[config.mk]
export PLATFORM = sky130hd
export DESIGN_NAME = pc_fetch
export DESIGN_NICKNAME = d
export VERILOG_FILES = /design/src/rtl/pc_fetch.sv
export SDC_FILE = /design/constraint.sdc
export NUM_CORES = 1
export LEC_CHECK = 0
export CORE_MARGIN = 8
export CORE_UTILIZATION = 30
export CTS_BUF_LIST = sky130_fd_sc_hd__clkbuf_2
export DETAILED_ROUTE_END_ITERATION = 6
export HOLD_SLACK_MARGIN = 0.1
export PLACE_DENSITY_LB_ADDON = 0.2
export SLEW_MARGIN = 10
export SYNTH_ARGS = -nofsm -noshare
export SYNTH_HDL_FRONTEND = slang
export SYNTH_SLANG_ARGS = --single-unit
[constraint.sdc]
create_clock -name clk -period 10.1 [get_ports clk]
set_input_delay 2.02 -clock clk [delete_from_list [all_inputs] [get_ports clk]]
set_output_delay 2.02 -clock clk [all_outputs]
set_load 0.02 [all_outputs]
[src/rtl/pc_fetch.sv]
// PC register and single-outstanding instruction fetch feeding the control unit.
// Each instruction is fetched over req/ack, issued until the stall input releases it, then the next PC is taken from branch.
module pc_fetch #(
  parameter logic [31:0] RESET_PC = 32'h0000_0000
) (
  input  logic        clk,
  input  logic        rst_n,
  input  logic [1:0]  branch,
  input  logic [31:0] imm_ext,
  input  logic [31:0] rs_data,
  input  logic        stall,
  output logic        imem_req,
  output logic [31:0] imem_addr,
  input  logic        imem_ack,
  input  logic [31:0] imem_rdata,
  output logic [31:0] instr,
  output logic        instr_valid,
  output logic [5:0]  op,
  output logic [5:0]  func,
  output logic [31:0] pc,
  output logic [31:0] pc_plus4,
  output logic        addr_err
);

  typedef enum logic [1:0] {
    IDLE  = 2'd0,
    FETCH = 2'd1,
    ISSUE = 2'd2
  } state_t;

  state_t      state_q, state_d;
  logic [31:0] pc_q, pc_d;
  logic [31:0] instr_q, instr_d;
  logic        addr_err_q, addr_err_d;
  logic [31:0] next_pc;

  always_ff @(posedge clk or negedge rst_n) begin
    if (!rst_n) begin
      state_q    <= IDLE;
      pc_q       <= RESET_PC;
      instr_q    <= 32'h0;
      addr_err_q <= 1'b0;
    end else begin
      state_q    <= state_d;
      pc_q       <= pc_d;
      instr_q    <= instr_d;
      addr_err_q <= addr_err_d;
    end
  end

  assign pc_plus4 = pc_q + 32'd4;

  // Branch offsets are in words; all additions wrap modulo 2^32.
  always_comb begin
    next_pc = pc_plus4;
    case (branch)
      2'b00:   next_pc = pc_plus4;
      2'b01:   next_pc = pc_plus4 + (imm_ext << 2);
      2'b10:   next_pc = {pc_plus4[31:28], instr_q[25:0], 2'b00};
      default: next_pc = {rs_data[31:2], 2'b00};
    endcase
  end

  always_comb begin
    state_d     = state_q;
    pc_d        = pc_q;
    instr_d     = instr_q;
    addr_err_d  = addr_err_q;
    imem_req    = 1'b0;
    instr_valid = 1'b0;
    case (state_q)
      IDLE: begin
        state_d = FETCH;
      end
      FETCH: begin
        imem_req = 1'b1;
        if (imem_ack) begin
          instr_d = imem_rdata;
          state_d = ISSUE;
        end
      end
      ISSUE: begin
        instr_valid = 1'b1;
        if (!stall) begin
          pc_d    = next_pc;
          state_d = FETCH;
          if (branch == 2'b11 && rs_data[1:0] != 2'b00) begin
            addr_err_d = 1'b1;
          end
        end
      end
      default: begin
        state_d = IDLE;
      end
    endcase
  end

  assign imem_addr = pc_q;
  assign pc        = pc_q;
  assign instr     = instr_q;
  assign op        = instr_q[31:26];
  assign func      = instr_q[5:0];
  assign addr_err  = addr_err_q;

endmodule

==> impl_metrics.yaml, run 1 <==
power_and_ir_drop:
  seqPwrFrac_pct: 21.8
  netSwitchingFraction_pct: 48.5
  clockPowerShare_pct: 6.0
  p_per_area_nw_per_um2: 323
  p_comb_share_pct: 72.2
  switchingPower_mw: 1.25
  internal_power_mw: 1.32
  irDropWorstVdd_mv: 0.156
  leakagePower_nw: 3.34
synth:
  synthArstFlopShare_pct: 100
  synth_cell_types: 56
  netlist_top_cells_area: "dfrtp_1 29%, ha_1 7.9%, mux4_2 7.5%"
  ys.warnings.count: 0
  synth_edf_count: 0
  syn_inst: 607
  synth_area_sq_um: 5670
  syn_area_per_cell_sq_um: 9.34
  ys.flop_type: "dfrtp_1"
  synth_top_area_cell: "dfrtp_1"
  netlist.area_leader.share_pct: 28.7
  yosysSeqAreaShare_pct: 28.7
  synth-seq-cells: 65
timing:
  slew_viol_final: 0
  fmax_mhz: 167
  finalHoldViolCount: 0
  worst_slew_pin_slew_ns: 1.14
  skew_ns: 0.0256
  rsz0062_at_grt: "false"
  setup_tns_ns: 0
  whs_ns: 0.517
  setup_slack_ns: 4.12
  fin_crit_sh_pct: 59.2
  relSlewSlack_pct: 24.3
  period_needed_ns: 5.98
  setup_violations: 0
layout:
  syn2layout_area_growth_pct: 40.3
  final_cells: 1029
  nets: 929
  drive_gt1_share_pct: 10.2
  finalInstanceArea_sq_um: 7960
route:
  drtAntennaViolNets: 0
  drc: 0
  viasPerCell: 5.13
  vias: 5281
  wire_per_inst_um: 20.7
  drt_wl_total_mm: 21.3
  drtPass1Iterations: 4
  first_iter_violations: 232
status:
  status: "finished, final reports clean"
die:
  coreArea_sq_um: 18600
  boundaryPins: 245
  start_util_pct: 30.4
  fp.dieW_um: 153
  die_y_um: 153
  rows: 50
  die-area_sq_um: 23600
global_routing:
  grt_pass1_wl_mm: 32.1
  grt_max_degree: 66
  grt-ovfl-total: 0
  track_usage_pct: 17.4
  antenna_found_initial: 3
  grt_pass1_vias: 5356
clock_network:
  clk_pin_slew_ns: 0.18
  cts_hold_buf: 0
  cts_tree: "done"
  cts_sinks: 65
  cts_resized: 0
  clk-insertion-delay-late_ns: 0.49
  cts_root_buffer: "clkbuf_2"
  htreeDepth: 3
  numCtsBuffers: 9
  cts_setup_buffers: 0
  cts_buffer_depth: 2
min_path:
  worstHoldPathCells: 1
  min_to: "addr_err"
  hp-class: "register to register"
  holdCritStartpoint: "addr_err"
placement:
  pre_cts_ws_ns: 4.80
  place_inst: 1013
  gp_congestion: 0.855
  place_area_sq_um: 7850
  io_buffers: 236
  dp_hpwl_mm: 17.0
worst_setup_path:
  arrival_ns: 3.96
  critPathCaptureType: "output pin"
  reg2reg_depth: 15
  reg2reg_to: "imem_addr[26]"
  crit_path_start_kind: "register"
  worst_ep_required_time_ns: 8.08
  cp_max_fo: 8
  ff2ff_setup_slack_ns: 4.86
  path_class: "register to output pin"
  timing.rr.start: "imem_addr[8]"
flow_run:
  maxCapViolCount: 0
-- worst max path at each step --
stage,end,slack (ns),from,cells past startpoint
floorplan,imem_addr[26],5.58,imm_ext[0],12
global placement,pc_plus4[29],4.77,imem_addr[8],6
detailed placement,pc_plus4[29],4.80,imem_addr[8],6
CTS,pc_plus4[29],4.18,imem_addr[8],6
global route,pc_plus4[29],3.85,imem_addr[8],6
finish,pc_plus4[29],4.12,imem_addr[8],6
-- metal layers --
metal	vias to the layer above	routed length [um]	global-route usage [%]
met3	23	1360	4.15
li1	2512	-	-
met4	4	347	4.39
met2	183	10500	29.8
met1	2559	9070	21.6
met5	-	27	0
-- cell families after synthesis --
kind of cell	Yosys count	synth area share, %
buffers and inverters	85	9.84
XOR/XNOR	54	8.34
other	1	0.0661
multiplexers	64	16.4
flip-flops	65	28.7
adder cells (fa/ha/maj)	37	8.29
AO/OA/AOI/OAI	119	13.5
AND/OR/NAND/NOR	182	14.9
-- placed cells by master, fill, tap and decap left out, types with 9 or more instances in the layout --
| master | instances |
|---|---|
| ha_1 | 36 |
| clkdlybuf4s50_1 | 233 |
| mux2_2 | 36 |
| dfrtp_1 | 65 |
| o21ai_0 | 27 |
| nand2_1 | 75 |
| mux4_2 | 19 |
| nor2_1 | 30 |
| and3_1 | 9 |
| a21o_1 | 14 |
| inv_1 | 13 |
| a21oi_1 | 31 |
| xnor2_1 | 36 |
| nand4_1 | 9 |
| clkbuf_2 | 11 |
| nand3_1 | 28 |
| xor2_1 | 18 |
-- sequential cells by signal, summed over array words and instances, names as in the netlist --
signal,flops
imem_addr,30
state_q,2
instr,32
addr_err,1
-- cells in the mapped netlist, drive strengths merged (2+ instances only) --
cell      n
nand2    75
o21a      4
a211o     3
ha       36
nor4      2
or3       2
a211oi    3
xor2     18
and4      3
a221oi    3
nand2b    4
clkbuf   19
dfrtp    65
buf      53
mux2i     8
o21ai    27
inv      13
a21oi    32
xnor2    36
a2111oi   2
a31oi     8
o22ai     2
mux4     19
o211ai    6
nand3    28
a21o     14
nor3      8
a32o      2
nor2     30
o21bai    3
nor2b     5
and2      2
nand4     9
mux2     37
and3      9
nand3b    2
-- metrics by stage --
stage	total power [mW]	util, %
3_3_place_gp	2.40	42.1
3_5_place_dp	2.42	42.1
6_report	2.57	42.7
2_1_floorplan	1.70	-
5_1_grt	2.73	42.7
4_1_cts	2.59	42.7
-- power groups by stage --
stage | Clock, mW | Sequential [mW] | Combinational [mW]
after floorplan | 0 | 0.660 | 1.04
after global placement | 0 | 0.559 | 1.84
after detailed placement | 0 | 0.569 | 1.85
after CTS | 0.162 | 0.563 | 1.86
after global routing | 0.172 | 0.584 | 1.98
final | 0.154 | 0.561 | 1.86
-- cell type report --
| class | count | area [sq um] |
|---|---|---|
| diodes | 1 | 2.50 |
| clock buffers | 11 | 55.1 |
| clock inverters | 4 | 45.0 |
| fillers | 1836 | 10700 |
| inverters | 13 | 48.8 |
| multi-input cells | 462 | 3510 |
| flip-flops and latches | 65 | 1630 |
| well taps | 234 | 293 |
| repair buffers | 239 | 2370 |
-- worst max-delay path, stage by stage (launching register included) --
cell,delay (ns)
dfrtp_1,0.53
and4_1,0.31
nand4_1,0.18
nor4_1,0.95
nor3b_1,0.43
xor2_1,0.37
clkdlybuf4s50_1,0.69
(Power assumes the default switching activity.)
==> run 2: changes to the inputs <==
- clock period: 10.1 -> 4.99 ns (I/O delays scaled with it)
==> impl_metrics.yaml, run 2 (synthesized netlist as in run 1, its figures left out) <==
timing:
  relSlewSlack_pct: 24.3
  setup_slack_ns: 0.454
  setup_violations: 0
  worst_slew_pin_slew_ns: 1.14
  fmax_mhz: 220
  period_needed_ns: 4.54
  setup_tns_ns: 0
  skew_ns: 0.0251
  fin_crit_sh_pct: 90.9
  whs_ns: 0.518
  finalHoldViolCount: 0
  slew_viol_final: 0
  rsz0062_at_grt: "false"
die:
  rows: 50
  die-area_sq_um: 23600
  boundaryPins: 245
  start_util_pct: 30.4
  coreArea_sq_um: 18600
  die_y_um: 153
  fp.dieW_um: 153
layout:
  drive_gt1_share_pct: 10.7
  nets: 937
  fillers: 1824
  layout_common_cells: "233 x clkdlybuf4s50_1, 75 x nand2_1, 65 x dfrtp_1"
  largest_reg_flops: 32
  syn2layout_area_growth_pct: 40.9
  mostFrequentLayoutCell: "clkdlybuf4s50_1"
min_path:
  hp-class: "register to register"
  worstHoldPathCells: 1
route:
  drt_wl_total_mm: 21.5
  drtPass1Iterations: 6
  drtAntennaViolNets: 0
  first_iter_violations: 242
  drc: 0
  viasPerCell: 5.10
  vias: 5294
  wire_per_inst_um: 20.7
clock_network:
  htreeDepth: 3
  clk_pin_slew_ns: 0.19
  cts_sinks: 65
  cts_hold_buf: 0
  cts_resized: 0
  cts_tree: "done"
  cts_root_buffer: "clkbuf_2"
  cts_buffer_depth: 2
  numCtsBuffers: 9
  clk-insertion-delay-late_ns: 0.53
  cts_setup_buffers: 0
placement:
  pre_cts_ws_ns: 0.584
  gp_congestion: 0.839
  dp_hpwl_mm: 17.3
  io_buffers: 236
power_and_ir_drop:
  p_per_area_nw_per_um2: 653
  leakagePower_nw: 3.36
  finalPower_mw: 5.22
  irDropWorstVdd_mv: 0.426
global_routing:
  track_usage_pct: 17.8
  grt_pass1_wl_mm: 32.4
  grt_pass1_vias: 5486
  antenna_found_initial: 3
  grt-ovfl-total: 0
  grt_max_degree: 66
status:
  status: "finished, final reports clean"
worst_setup_path:
  cp_slowest_stage_delay_ns: 0.53
  cp_max_fo: 8
  path_depth: 14
  crit_family: "simple AND/OR/NAND/NOR gates"
  reg2reg_depth: 14
  path_class: "register to register"
  worst_ep_required_time_ns: 5.41
  arrival_ns: 4.95
  cp_cell_sequence: "and4_1 > nand3_1 > nor4_1 > xnor2_1 > ha_1 > nand3_1 > nor2_1 > and4_1 > a32o_1 > a2111o_1 > a21oi_2 > xnor2_1 > mux4_2 > mux2_4"
  crit_path_start_kind: "register"
  critPathCaptureType: "register"
  cp_num_buf_inv: 0
  slowest_stage: "dfrtp_1"
flow_run:
  maxCapViolCount: 0
[run 2: cell count changes in the layout (fill, tap and decap cells not counted)]
cell,delta
buf_4,+8
clkinv_1,+4
clkinv_2,-3
bufinv_16,-1
clkinvlp_4,+1
[run 2: routing by layer]
metal,up-vias,track usage [%],part of all wire (%)
met5,-,0,0.13
met4,4,6.11,1.8
met3,23,3.64,5.7
met2,192,30.0,48
met1,2550,22.1,44
li1,2525,-,-
[run 2: metrics by stage]
step,cells,cell area [sq um],util (%)
after floorplan,612,5690,-
after global routing,1038,7990,42.9
after CTS,1037,7990,42.9
after detailed placement,1021,7910,42.4
after global placement,1021,7910,42.4
final,1038,7990,42.9
[run 2: final timing paths]
kind | startpoint | endpoint | slack (ns)
worst min register to register | addr_err | addr_err | 0.52
worst max register to register | imem_addr[8] | imem_addr[26] | 0.45
max in group asynchronous | rst_n | imem_addr[23] | 3.83
worst min-delay path | addr_err | addr_err | 0.52
worst max-delay path | imem_addr[8] | imem_addr[26] | 0.45
min in group asynchronous | rst_n | instr[31] | 0.57
[run 2: layout make-up]
cell class,count,area [sq um],area share [%]
Clock inverter,5,22.5,0.282
Tap cell,234,293,3.66
Sequential cell,65,1630,20.3
Antenna cell,1,2.50,0.0313
Timing Repair Buffer,247,2430,30.4
Multi-Input combinational cell,462,3510,44.0
Clock buffer,11,55.1,0.689
Inverter,13,48.8,0.610
[run 2: power breakdown]
part / internal (mW) / switching [mW] / total (mW) / leakage (nW)
logic: 1.82 / 1.99 / 3.82 / 2.52
registers: 0.776 / 0.359 / 1.14 / 0.786
clock network: 0.0632 / 0.201 / 0.264 / 0.0521
